===== src/rtl/fip_32_div_seq.sv =====
// Multi-cycle signed fixed-point divider: o_z = i_x / i_y.
// Radix-2 restoring division on magnitudes, one quotient bit per cycle, sign applied at the end.
module fip_32_div_seq #(
    parameter int FRA_BITS = 16,
    parameter bit SAT      = 1'b1
) (
    input  logic        i_clk,
    input  logic        i_rst,
    input  logic        i_en,
    input  logic [31:0] i_x,
    input  logic [31:0] i_y,
    output logic [31:0] o_z,
    output logic        o_busy,
    output logic        o_valid,
    output logic        o_ovf,
    output logic        o_dz
);

    localparam int N  = 32 + FRA_BITS;
    localparam int CW = $clog2(N);

    localparam logic [N-1:0] C_MAX_POS = N'(64'h0000_0000_7FFF_FFFF);
    localparam logic [N-1:0] C_MAX_NEG = N'(64'h0000_0000_8000_0000);
    localparam logic [31:0]  C_FIP_MAX = 32'h7FFF_FFFF;
    localparam logic [31:0]  C_FIP_MIN = 32'h8000_0000;

    typedef enum logic [1:0] {
        S_IDLE,
        S_CALC,
        S_FIN
    } state_t;

    state_t         r_state;
    logic           r_sx;
    logic           r_sy;
    logic           r_dz;
    logic [31:0]    r_ay;
    logic [N-1:0]   r_d;
    logic [N-1:0]   r_q;
    logic [32:0]    r_r;
    logic [CW-1:0]  r_cnt;

    logic [31:0]    w_ax;
    logic [31:0]    w_ay;
    logic [32:0]    w_rp;
    logic           w_ge;
    logic [32:0]    w_rn;
    logic           w_neg;
    logic           w_ovf;
    logic [31:0]    w_wrap;
    logic [31:0]    w_z;

    // Magnitudes as unsigned: |0x80000000| stays 0x80000000 without overflow.
    always_comb begin
        w_ax = i_x[31] ? (~i_x + 32'd1) : i_x;
        w_ay = i_y[31] ? (~i_y + 32'd1) : i_y;
    end

    always_comb begin
        w_rp = 33'({r_r, r_d[N-1]});
        w_ge = (w_rp >= {1'b0, r_ay});
        w_rn = w_ge ? (w_rp - {1'b0, r_ay}) : w_rp;
    end

    always_comb begin
        w_neg  = r_sx ^ r_sy;
        w_ovf  = w_neg ? (r_q > C_MAX_NEG) : (r_q > C_MAX_POS);
        w_wrap = 32'(w_neg ? (~r_q + N'(1)) : r_q);
        if (r_dz) begin
            w_z = r_sx ? C_FIP_MIN : C_FIP_MAX;
        end else if (w_ovf && SAT) begin
            w_z = w_neg ? C_FIP_MIN : C_FIP_MAX;
        end else begin
            w_z = w_wrap;
        end
    end

    always_ff @(posedge i_clk or posedge i_rst) begin
        if (i_rst) begin
            r_state <= S_IDLE;
            r_sx    <= 1'b0;
            r_sy    <= 1'b0;
            r_dz    <= 1'b0;
            r_ay    <= '0;
            r_d     <= '0;
            r_q     <= '0;
            r_r     <= '0;
            r_cnt   <= '0;
            o_z     <= '0;
            o_busy  <= 1'b0;
            o_valid <= 1'b0;
            o_ovf   <= 1'b0;
            o_dz    <= 1'b0;
        end else begin
            o_valid <= 1'b0;
            case (r_state)
                S_IDLE: begin
                    if (i_en) begin
                        r_sx    <= i_x[31];
                        r_sy    <= i_y[31];
                        r_dz    <= (i_y == 32'd0);
                        r_ay    <= w_ay;
                        r_d     <= N'(w_ax) << FRA_BITS;
                        r_q     <= '0;
                        r_r     <= '0;
                        r_cnt   <= CW'(N - 1);
                        o_busy  <= 1'b1;
                        r_state <= S_CALC;
                    end
                end
                S_CALC: begin
                    r_r <= w_rn;
                    r_d <= r_d << 1;
                    r_q <= {r_q[N-2:0], w_ge};
                    if (r_cnt == '0) begin
                        r_state <= S_FIN;
                    end else begin
                        r_cnt <= r_cnt - CW'(1);
                    end
                end
                S_FIN: begin
                    o_z     <= w_z;
                    o_ovf   <= r_dz ? 1'b0 : w_ovf;
                    o_dz    <= r_dz;
                    o_valid <= 1'b1;
                    o_busy  <= 1'b0;
                    r_state <= S_IDLE;
                end
                default: begin
                    o_busy  <= 1'b0;
                    r_state <= S_IDLE;
                end
            endcase
        end
    end

endmodule


===== config.mk =====
export PLATFORM = sky130hd
export DESIGN_NAME = fip_32_div_seq
export DESIGN_NICKNAME = d
export VERILOG_FILES = /design/src/rtl/fip_32_div_seq.sv
export SDC_FILE = /design/constraint.sdc
export NUM_CORES = 1
export LEC_CHECK = 0
export CAP_MARGIN = 15
export CORE_UTILIZATION = 49
export DETAILED_ROUTE_END_ITERATION = 16
export PLACE_DENSITY_LB_ADDON = 0.12
export SLEW_MARGIN = 30
export SYNTH_ARGS = -nofsm -noshare
export SYNTH_HDL_FRONTEND = slang
export SYNTH_SLANG_ARGS = --single-unit
export TNS_END_PERCENT = 30

===== constraint.sdc =====
create_clock -name i_clk -period 10 [get_ports i_clk]
set_input_delay 2 -clock i_clk [delete_from_list [all_inputs] [get_ports i_clk]]
set_output_delay 2 -clock i_clk [all_outputs]
set_load 0.01 [all_outputs]

==> impl_metrics.py <==
metrics = {
    "die": {
        "die_height_um": 157.4,
        "num_rows": 56,
        "io_pins": 103,
        "dieArea_sq_um": 24770,
        "die_w_um": 157.4,
        "start_util_pct": 50.24,
        "coreArea_sq_um": 23540,
    },
    "synthesis": {
        "syn_inst": 1350,
        "avgSynthCellArea_sq_um": 8.762,
        "yosysWarnings": 0,
        "async_flop_share_pct": 100.0,
        "ys.flop_type": "dfrtp_1",
        "ys_seq_area_share_pct": 40.41,
        "synth_edf_count": 0,
        "synth_area_sq_um": 11830,
        "syn_nets": 1455,
        "synth_cell_type_count": 71,
        "synth-seq-cells": 191,
    },
    "finish": {
        "multi_input_area_sq_um": 6480,
        "fillers": 2165,
        "register_area_sq_um": 4780,
        "area_growth_syn_to_layout_pct": 14.86,
        "final_area_sq_um": 13590,
        "layout_common_cells": "191 x dfrtp_1, 141 x o21ai_0, 138 x nand2_1, 100 x clkdlybuf4s50_1, 65 x xor2_1",
        "layout-drive-gt1-share_pct": 4.986,
        "nets": 1496,
        "n_antenna_cell": 0,
        "fin_util_pct": 57.71,
        "layout_commonest_cell": "dfrtp_1",
    },
    "power_and_ir_drop": {
        "seqPwrFrac_pct": 28.2,
        "power_frac_comb_pct": 57.6,
        "powerDensity_nw_per_um2": 364.5,
        "p_int_mw": 2.588,
        "peakVddDrop_v": 0.0002336,
        "leakagePower_nw": 5.760,
        "power.switching_mw": 2.364,
        "total_power_mw": 4.952,
        "p_clk_share_pct": 14.3,
        "p_sw_share_pct": 47.73,
    },
    "critical_path": {
        "path_class": "in -> reg",
        "critPathArrivalTime_ns": 4.88,
        "crit_path_start_kind": "input port",
        "critPathMaxFanout": 4,
        "end_kind": "flop",
        "cp.required_ns": 10.30,
    },
    "global_route": {
        "grtUsageTotal_pct": 25.47,
        "grt_max_degree": 118,
        "grt_pass1_wl_mm": 50.19,
        "grt_pass1_vias": 9683,
        "grt_overflow": 0,
        "antenna_found_initial": 0,
    },
    "clock_tree": {
        "path_clk_slew_ns": 0.08,
        "cts_made_buffers": 17,
        "holdBufCountCts": 0,
        "post-cts-setup-buffer-count": 0,
        "clk_latency_ns": 0.44,
        "cts_sinks": 191,
        "cts_resized": 0,
        "htree_levels": 4,
        "clockBufferDepth": 2,
        "clock-root-buffer": "clkbuf_16",
        "cts_tree": "yes",
    },
    "timing": {
        "fin_tns_setup_ns": 0,
        "worstMarginPinSlew_ns": 0.9482,
        "max_slew_margin_pct": 36.66,
        "rsz0062_at_grt": "false",
        "clock.fmax_mhz": 218.5,
        "fin_crit_ns": 4.577,
        "hold_viol": 0,
        "post-route-period-util_pct": 45.77,
        "finalSetupViolCount": 0,
        "fin_skew_ns": 0.01449,
        "whs_ns": 0.4794,
        "slew_viol_final": 0,
    },
    "drt": {
        "viasPerCell": 6.007,
        "firstDrtPassIters": 6,
        "ant_nets": 0,
        "wl_per_cell_um": 17.28,
        "drc": 0,
        "vias": 10350,
        "drt_iter0_drc": 626,
        "drt-total-wl_mm": 29.77,
    },
    "placed_design": {
        "dpl_cell_area_sq_um": 12980,
        "io_buffers": 102,
        "place_congestion": 0.8683,
        "hpwl_mm": 20.55,
    },
    "status": {
        "status": "complete, no violations",
    },
    "flow_run": {
        "drv_cap": 0,
    },
    "worst_hold_path": {
        "hp-class": "reg -> reg",
    },
}
-- worst paths after layout --
path                                       from                    to  slack (ns)  depth (start not counted)
max                                     i_x[10]   r_d[45]$_DFFE_PP0P_        5.42                          9
min                        r_ay[30]$_DFFE_PP0P_  r_ay[30]$_DFFE_PP0P_        0.48                          2
max reg2reg                  r_q[0]$_DFFE_PP0P_   o_z[14]$_DFFE_PP0P_        6.25                         10
min reg2reg                r_ay[30]$_DFFE_PP0P_  r_ay[30]$_DFFE_PP0P_        0.48                          2
max in group asynchronous                 i_rst   r_q[11]$_DFFE_PP0P_        6.70                          3
min in group asynchronous                 i_rst   r_r[17]$_DFFE_PP0P_        2.13                          2
-- critical path, cell delays in order --
cell	delay [ns]
clkdlybuf4s50_1	0.45
or4_1	0.60
nor3_2	0.25
nand3_1	0.18
or3_1	0.42
or4_1	0.48
o31ai_2	0.26
xor2_1	0.17
o21ai_1	0.07
-- cell usage after synthesis (13+ instances only) --
cell type  number  area (sq um)
nand2b_1       14         87.58
o31ai_1        27         202.7
nand3_1        58         290.3
a21oi_1        56         280.3
a31oi_1        25         156.4
xnor2_1        27         236.5
o21ai_0       141         705.7
o21a_1         19         142.6
a22o_1         48         420.4
o311ai_0       14         122.6
ha_1           37         462.9
or3_1          13         81.33
xor2_1         65         569.3
a22oi_1        28         210.2
nand4_1        14         87.58
nand2_1       139         521.8
nor2_1         64         240.2
a21o_1         15         112.6
nor4_1         16         100.1
clkbuf_1       70         262.8
inv_1          57         214.0
dfrtp_1       191          4780
nor3_1         41         205.2
-- layer usage --
layer / GRT usage (%) / vias up / part of all wire (%)
met5: 0 / - / 0
met4: 5.363 / 0 / 0.80
met3: 4.460 / 21 / 5.1
met2: 37.69 / 298 / 43
met1: 38.57 / 4982 / 51
li1: - / 5049 / -
-- through the flow --
stage                     setup WS, ns  cells
final                            5.423   1723
after global routing             5.246   1723
after CTS                        5.434   1723
after detailed placement         4.969   1691
after global placement           4.998   1691
after floorplan                  2.801   1350
-- state kept, by name, indices dropped and copies added (netlist names), 2 cells and up --
signal and count:
r_state 2, r_q 48, r_d 32, o_z 32, r_ay 32, r_cnt 6
r_r 32
-- power by group through the flow --
stage	sequential (mW)	clock (mW)	combinational, mW
floorplan	1.29	0	2.26
global placement	1.39	0	2.76
detailed placement	1.40	0	2.81
CTS	1.39	0.720	2.83
global route	1.44	0.750	3.20
finish	1.40	0.706	2.85
-- area by class of cell --
type | instances | area share (%)
Multi-Input combinational cell | 1011 | 47.69
Timing Repair Buffer | 112 | 8.049
Inverter | 58 | 1.658
Clock inverter | 15 | 1.354
Clock buffer | 17 | 3.131
Sequential cell | 191 | 35.18
Tap cell | 319 | 2.938
-- kinds of logic after synthesis --
group	share of synthesized area [%]
adders and majority gates	4.083
xor gates and xnor gates	6.812
buffers and inverters	4.993
and+or+nand+nor	17.71
DFF	40.41
muxes	0.1692
AOI/OAI and AO/OA	25.83
(Power assumes the default switching activity.)
